## config.mk

```make
export PLATFORM = sky130hd
export DESIGN_NAME = planificator_faze
export DESIGN_NICKNAME = d
export VERILOG_FILES = /design/src/rtl/semafor_pkg.sv /design/src/rtl/arbitru_rr.sv /design/src/rtl/planificator_faze.sv
export SDC_FILE = /design/constraint.sdc
export NUM_CORES = 1
export LEC_CHECK = 0
export CAP_MARGIN = 25
export CORE_MARGIN = 10
export CORE_UTILIZATION = 31
export CTS_CLUSTER_SIZE = 40
export DETAILED_ROUTE_END_ITERATION = 16
export SYNTH_ARGS = -nofsm -noshare
export SYNTH_HDL_FRONTEND = slang
export SYNTH_SLANG_ARGS = --single-unit
```

## constraint.sdc

```tcl
create_clock -name clk_i -period 3.58 [get_ports clk_i]
set_input_delay 0.716 -clock clk_i [delete_from_list [all_inputs] [get_ports clk_i]]
set_output_delay 0.716 -clock clk_i [all_outputs]
set_load 0.01 [all_outputs]
```

## src/rtl/semafor_pkg.sv

```systemverilog
// Shared definitions for the intersection phase scheduler: phase codes,
// requester indices and the lamp decode used by the output register.
package semafor_pkg;

   typedef enum logic [2:0] {
      ROSU_TOTAL = 3'd0,
      VERDE_NS   = 3'd1,
      GALBEN_NS  = 3'd2,
      VERDE_EV   = 3'd3,
      GALBEN_EV  = 3'd4,
      PIETONI    = 3'd5,
      SERVICE    = 3'd6
   } faza_t;

   localparam logic [1:0] NS  = 2'd0;
   localparam logic [1:0] EV  = 2'd1;
   localparam logic [1:0] PIE = 2'd2;

   typedef struct packed {
      logic rosu_ns;
      logic galben_ns;
      logic verde_ns;
      logic rosu_ev;
      logic galben_ev;
      logic verde_ev;
      logic rosu_pietoni;
      logic verde_pietoni;
   } lampi_t;

   function automatic int max2(input int a, input int b);
      return (a > b) ? a : b;
   endfunction

   // In SERVICE only the two yellows are lit, following the flash phase.
   function automatic lampi_t decodare(input faza_t f, input logic clipire);
      lampi_t l;
      l = '0;
      if (f == SERVICE) begin
         l.galben_ns = clipire;
         l.galben_ev = clipire;
      end else begin
         l.verde_ns      = (f == VERDE_NS);
         l.galben_ns     = (f == GALBEN_NS);
         l.rosu_ns       = !((f == VERDE_NS) || (f == GALBEN_NS));
         l.verde_ev      = (f == VERDE_EV);
         l.galben_ev     = (f == GALBEN_EV);
         l.rosu_ev       = !((f == VERDE_EV) || (f == GALBEN_EV));
         l.verde_pietoni = (f == PIETONI);
         l.rosu_pietoni  = (f != PIETONI);
      end
      return l;
   endfunction

endpackage

```

## src/rtl/arbitru_rr.sv

```systemverilog
// Three-way round-robin picker: grants the first pending requester after the
// pointer in NS -> EV -> PIE -> NS order. Purely combinational.
module arbitru_rr
   import semafor_pkg::*;
(
   input  logic [2:0] pending,
   input  logic [1:0] ptr,
   output logic [2:0] grant,
   output logic       any
);

   logic [1:0] idx;

   // Walk from lowest to highest priority so the closest requester wins.
   always_comb begin
      grant = '0;
      idx   = '0;
      for (int k = 3; k >= 1; k--) begin
         idx = 2'((int'(ptr) + k) % 3);
         if (pending[idx]) grant = 3'b001 << idx;
      end
   end

   assign any = |pending;

endmodule

```

## src/rtl/planificator_faze.sv

```systemverilog
// Phase scheduler for a four-arm intersection with pedestrian crossing:
// demand latches, round-robin grant, green/yellow/clearance timing, service flash.
module planificator_faze
   import semafor_pkg::*;
#(
   parameter int T_VERDE_MIN = 4,
   parameter int T_VERDE_MAX = 10,
   parameter int T_GALBEN    = 2,
   parameter int T_ROSU      = 1,
   parameter int T_PIETONI   = 5,
   parameter int T_CLIPIRE   = 3
)(
   input  logic       clk_i,
   input  logic       reset_i,
   input  logic       enable_i,
   input  logic       service_i,
   input  logic       prezenta_ns_i,
   input  logic       prezenta_ev_i,
   input  logic       buton_pietoni_i,
   output logic [2:0] faza_o,
   output logic       rosu_ns_o,
   output logic       galben_ns_o,
   output logic       verde_ns_o,
   output logic       rosu_ev_o,
   output logic       galben_ev_o,
   output logic       verde_ev_o,
   output logic       rosu_pietoni_o,
   output logic       verde_pietoni_o,
   output logic [2:0] cerere_pend_o
);

   localparam int T_MAX = max2(max2(max2(T_VERDE_MIN, T_VERDE_MAX), max2(T_GALBEN, T_ROSU)),
                               max2(T_PIETONI, T_CLIPIRE));
   localparam int CW = $clog2(T_MAX) + 1;

   localparam logic [CW-1:0] C_MIN  = CW'(T_VERDE_MIN - 1);
   localparam logic [CW-1:0] C_MAX  = CW'(T_VERDE_MAX - 1);
   localparam logic [CW-1:0] C_GAL  = CW'(T_GALBEN - 1);
   localparam logic [CW-1:0] C_ROSU = CW'(T_ROSU - 1);
   localparam logic [CW-1:0] C_PIE  = CW'(T_PIETONI - 1);
   localparam logic [CW-1:0] C_CLIP = CW'(T_CLIPIRE - 1);
   localparam logic [CW-1:0] C_SAT  = '1;

   faza_t         faza, faza_nxt;
   logic [CW-1:0] cnt, cnt_nxt;
   logic [2:0]    pend, pend_nxt;
   logic [1:0]    ptr, ptr_nxt;
   logic          clipire, clipire_nxt;
   lampi_t        lampi, lampi_nxt;
   logic [2:0]    grant;
   logic          any;
   logic          alte_ns, alte_ev;

   arbitru_rr u_arbitru (
      .pending (pend),
      .ptr     (ptr),
      .grant   (grant),
      .any     (any)
   );

   assign alte_ns = pend[EV] | pend[PIE];
   assign alte_ev = pend[NS] | pend[PIE];

   always_comb begin
      faza_nxt = faza;
      ptr_nxt  = ptr;
      case (faza)
         ROSU_TOTAL:
            if (cnt == C_ROSU) begin
               if (service_i) begin
                  faza_nxt = SERVICE;
               end else if (!any || grant[NS]) begin
                  faza_nxt = VERDE_NS;
                  ptr_nxt  = NS;
               end else if (grant[EV]) begin
                  faza_nxt = VERDE_EV;
                  ptr_nxt  = EV;
               end else begin
                  faza_nxt = PIETONI;
                  ptr_nxt  = PIE;
               end
            end
         VERDE_NS:
            if (service_i || (alte_ns && ((cnt >= C_MIN && !prezenta_ns_i) || cnt >= C_MAX)))
               faza_nxt = GALBEN_NS;
         GALBEN_NS:
            if (cnt == C_GAL) faza_nxt = ROSU_TOTAL;
         VERDE_EV:
            if (service_i || (alte_ev && ((cnt >= C_MIN && !prezenta_ev_i) || cnt >= C_MAX)))
               faza_nxt = GALBEN_EV;
         GALBEN_EV:
            if (cnt == C_GAL) faza_nxt = ROSU_TOTAL;
         PIETONI:
            if (service_i || cnt == C_PIE) faza_nxt = ROSU_TOTAL;
         SERVICE:
            if (!service_i) begin
               faza_nxt = ROSU_TOTAL;
               ptr_nxt  = PIE;
            end
         default:
            faza_nxt = ROSU_TOTAL;
      endcase
   end

   // Counter saturates so an indefinitely resting green never wraps.
   always_comb begin
      cnt_nxt     = cnt;
      clipire_nxt = clipire;
      if (faza_nxt != faza) begin
         cnt_nxt = '0;
         if (faza_nxt == SERVICE) clipire_nxt = 1'b1;
      end else if (faza == SERVICE && cnt == C_CLIP) begin
         cnt_nxt     = '0;
         clipire_nxt = ~clipire;
      end else if (cnt != C_SAT) begin
         cnt_nxt = cnt + 1'b1;
      end
   end

   // Clearing on green entry is applied last so a same-cycle request is dropped.
   always_comb begin
      pend_nxt = pend;
      if (prezenta_ns_i && faza != VERDE_NS)  pend_nxt[NS]  = 1'b1;
      if (prezenta_ev_i && faza != VERDE_EV)  pend_nxt[EV]  = 1'b1;
      if (buton_pietoni_i && faza != PIETONI) pend_nxt[PIE] = 1'b1;
      if (faza_nxt != faza) begin
         case (faza_nxt)
            VERDE_NS: pend_nxt[NS]  = 1'b0;
            VERDE_EV: pend_nxt[EV]  = 1'b0;
            PIETONI:  pend_nxt[PIE] = 1'b0;
            default:  ;
         endcase
      end
      if (faza_nxt == SERVICE) pend_nxt = '0;
   end

   assign lampi_nxt = decodare(faza_nxt, clipire_nxt);

   always_ff @(posedge clk_i) begin
      if (reset_i) begin
         faza    <= ROSU_TOTAL;
         cnt     <= '0;
         pend    <= '0;
         ptr     <= PIE;
         clipire <= 1'b0;
         lampi   <= decodare(ROSU_TOTAL, 1'b0);
      end else if (enable_i) begin
         faza    <= faza_nxt;
         cnt     <= cnt_nxt;
         pend    <= pend_nxt;
         ptr     <= ptr_nxt;
         clipire <= clipire_nxt;
         lampi   <= lampi_nxt;
      end
   end

   assign faza_o          = faza;
   assign cerere_pend_o   = pend;
   assign rosu_ns_o       = lampi.rosu_ns;
   assign galben_ns_o     = lampi.galben_ns;
   assign verde_ns_o      = lampi.verde_ns;
   assign rosu_ev_o       = lampi.rosu_ev;
   assign galben_ev_o     = lampi.galben_ev;
   assign verde_ev_o      = lampi.verde_ev;
   assign rosu_pietoni_o  = lampi.rosu_pietoni;
   assign verde_pietoni_o = lampi.verde_pietoni;

endmodule

```

==> implementation parameters <==
Parameter                              Value

Run status
  Result of the run    completed

Yosys
  Register area share after synthesis    0.2683
  Largest area contributor in the netlist    sky130_fd_sc_hd__dfxtp_1
  Cell area after technology mapping    ~1600 sq um
  Most common cell in the netlist    sky130_fd_sc_hd__dfxtp_1
  Gate count after technology mapping    approximately 210
  Net count of the mapped netlist    about 220
  Primary flip-flop cell chosen by synthesis mapping    sky130_fd_sc_hd__dfxtp_1
  Commonest cells in the netlist    22 x sky130_fd_sc_hd__dfxtp_1, 21 x sky130_fd_sc_hd__nand2_1, 16 x sky130_fd_sc_hd__nor2_1
  Synth area leaders    sky130_fd_sc_hd__dfxtp_1 27%, sky130_fd_sc_hd__ha_1 6.9%, sky130_fd_sc_hd__nand2_1 4.8%, sky130_fd_sc_hd__a21oi_1 4.0%, sky130_fd_sc_hd__nor2_1 3.7%
  Proportion of register bits with asynchronous set or reset after synthesis    0
  Post-synth cell types    53
  Mean instance size in the synthesized netlist    about 8 sq um
  Number of flip-flops and latches in the synthesized netlist    22
  Count of flip-flops with a built-in enable after synthesis    0
  Post-synth top area share    0.2683
  Yosys warning total    0

Route
  WL final    approximately 4500 um
  First-pass iteration count of the detailed router    4
  Number of nets with antenna violations after detailed routing    0
  Via density per instance    5.473
  Detail-routed net length per standard cell    15.24 um
  Number of violations reported at the end of detailed-routing iteration 0    118
  Total DRC errors in the routed layout    0
  Via total after detailed routing    1,609

Clocking
  Post-CTS sizing    0
  CTS Root Buffer Type    sky130_fd_sc_hd__clkbuf_8
  CTS tree    built
  Number of H-tree branching levels    1
  Clk Latency, worst-skew pair    between 0.2 and 0.3 ns
  Clock slew at the register clock pins of the worst setup and hold paths    around 0.08 ns
  Setup Buffers After CTS    0
  Total CTS buffers    3
  Quantity of hold-fixing buffers added after cts    0
  Clk sink count    22
  Clock tree buffer depth    2

Setup path
  Category of the worst setup path capture point    flop
  Worst Setup Start Kind    flop
  Highest net fanout along the worst path    7
  Critical Path RT    about 3.8 ns
  Path type of the worst setup path    flop to flop
  Origin of the critical flop-to-flop path    ptr[0]$_SDFFE_PP0P_
  Cells along the critical path    inv_1 > ha_1 > nand3b_1 > and3_1 > o2bb2ai_1 > or3b_1 > o211ai_2 > nand2_1 > or3_1 > o221a_2
  Slowest CP cell    sky130_fd_sc_hd__or3b_1
  Largest incremental delay on the critical path    about 0.46 ns
  Worst endpoint data arrival time    ~3.3 ns
  Worst reg2reg setup slack    around 0.44 ns
  Number of cells on the worst reg-to-reg path    10
  Worst flop-to-flop path endpoint    cerere_pend_o[2]$_SDFFE_PP0P_

Layout
  Utilization after layout    0.3888
  Ant diodes    0
  Final net count    roughly 240
  Proportion of layout cells with a drive suffix above 1    0.09375
  Area grow syn2layout    20.96%

Hold path
  Class of the worst hold path    flop to flop
  Hold path cells    2
  Hold EP    verde_pietoni_o$_SDFFE_PP0P_
  Min-delay src    verde_pietoni_o$_SDFFE_PP0P_

Pwr
  Maximum VDD drop    around 0.00023 V
  Comb power frac    0.401
  Clock network fraction of total power    0.260
  Static leakage    around 0.72 nW
  Power share of the sequential group    0.338
  Overall power    about 0.91 mW
  Switching portion of total power    0.3594
  Design internal power    0.5837 mW
  Sw power    0.3275 mW
  Power density over cell area    ~460 nW/um^2

Floorplan
  Die X-Extent    about 90 um
  Site Rows    26
  Die area    about 8600 sq um
  Starting utilization of the core area    0.3214
  Die boundary height    approximately 93 um
  Core Box Area    5107 sq um
  IO Count    21

Place
  Worst setup slack before clock tree synthesis    0.4076 ns
  Port-buffer cells    20
  DP HPWL    approximately 3300 um
  Final weighted congestion of routability-driven global placement    ~0.86

STA
  Slew headroom    0.3640
  Final Hold Fails    0
  Setup repair after global routing missed its margin    false
  Final setup violating endpoints    0
  Total negative setup slack    0 ns
  Time the final worst path needs with I/O delays and setup    about 3.1 ns
  Slew Limit Fails    0
  Worst hold slack across all endpoints    between 0.4 and 0.5 ns
  Layout Skew    around 0.008 ns
  Part of the cycle the worst path needs    0.8768
  Highest achievable clock rate    between 300 and 400 MHz
  Least-Margin Pin Slew    0.9421 ns
  Post-route worst setup slack    between 0.4 and 0.5 ns

Global routing
  Pin count of the biggest net entering global routing    23
  Initial antenna violation count    0
  All-layer global routing usage    0.1064
  Wire length of the first global-routing pass    ~7700 um
  Via count of the first global-routing pass    1,611
  Congestion Overflow GR    0

Flow run
  Max-cap violations    0
==> state kept, by name (all words and copies together) (netlist names) <==
signal	cells
verde_ns_o	1
galben_ev_o	1
cnt	5
rosu_ev_o	1
verde_ev_o	1
verde_pietoni_o	1
cerere_pend_o	3
rosu_pietoni_o	1
rosu_ns_o	1
galben_ns_o	1
clipire	1
ptr	2
faza_o	3
==> power by group through the flow <==
stage / combinational (mW) / sequential [mW] / clock (mW)
finish: 0.366 / 0.308 / 0.237
global route: 0.407 / 0.315 / 0.252
CTS: 0.366 / 0.309 / 0.242
detailed placement: 0.363 / 0.314 / 0
global placement: 0.364 / 0.315 / 0
floorplan: 0.263 / 0.308 / 0
==> logic make-up after synthesis <==
| kind of cell | after synthesis | synth area share |
|---|---|---|
| mux | 6 | 0.03735 |
| flops | 22 | 0.2683 |
| buf+inv | 20 | 0.05031 |
| fa+ha+maj | 9 | 0.06860 |
| compound gates | 64 | 0.3049 |
| simple gates | 83 | 0.2599 |
| xor+xnor | 2 | 0.01067 |
==> cell usage in the layout (no fill, tap or decap), drive strengths merged, types with 8 or more instances in the layout <==
cell type,netlist,routed
a21oi,13,13
ha,9,9
dfxtp,22,22
clkdlybuf4s50,0,20
nor3,8,8
a31oi,8,8
inv,10,10
nor2,16,16
nand2,21,21
o21ai,11,11
==> worst max path at each step <==
| stage | start | slack, ns | end |
|---|---|---|---|
| final | ptr[0]$_SDFFE_PP0P_ | 0.44 | cerere_pend_o[2]$_SDFFE_PP0P_ |
| after global placement | service_i | 0.31 | cerere_pend_o[0]$_SDFFE_PP0P_ |
| after detailed placement | service_i | 0.41 | cerere_pend_o[0]$_SDFFE_PP0P_ |
| after CTS | ptr[0]$_SDFFE_PP0P_ | 0.45 | cerere_pend_o[2]$_SDFFE_PP0P_ |
| after global routing | cnt[0]$_SDFFE_PP0P_ | 0.23 | cerere_pend_o[0]$_SDFFE_PP0P_ |
| after floorplan | ptr[0]$_SDFFE_PP0P_ | 0.79 | cerere_pend_o[2]$_SDFFE_PP0P_ |
==> cell type report <==
| cell class | instances | area (sq um) |
|---|---|---|
| well taps | 70 | 87.58 |
| repair buffers | 24 | 230.2 |
| fillers | 535 | 3122 |
| flip-flops and latches | 22 | 440.4 |
| clock buffers | 3 | 41.29 |
| inverters | 10 | 37.54 |
| multi-input cells | 164 | 1119 |
| clock inverters | 1 | 30.03 |
==> worst max-delay path, delay by kind of cell (launching register included) <==
family,cells,cell delay [ns]
buffers and inverters,1,0.08
AND/OR/NAND/NOR,5,1.50
flip-flops,1,0.38
adder cells (fa/ha/maj),1,0.37
AO/OA/AOI/OAI,3,0.70
==> metrics by stage <==
step | area [sq um] | cells
6_report | 1986 | 294
5_1_grt | 1986 | 294
4_1_cts | 1986 | 294
3_5_place_dp | 1914 | 290
3_3_place_gp | 1914 | 290
2_1_floorplan | 1642 | 206
==> routing by layer <==
| metal | track usage | up-vias | routed length (um) |
|---|---|---|---|
| met5 | 0 | - | 0 |
| met4 | 0.04627 | 0 | 69 |
| met3 | 0.02421 | 10 | 314 |
| met2 | 0.1583 | 54 | 1979 |
| met1 | 0.1425 | 738 | 2117 |
| li1 | - | 807 | - |
(Power assumes the default switching activity.)
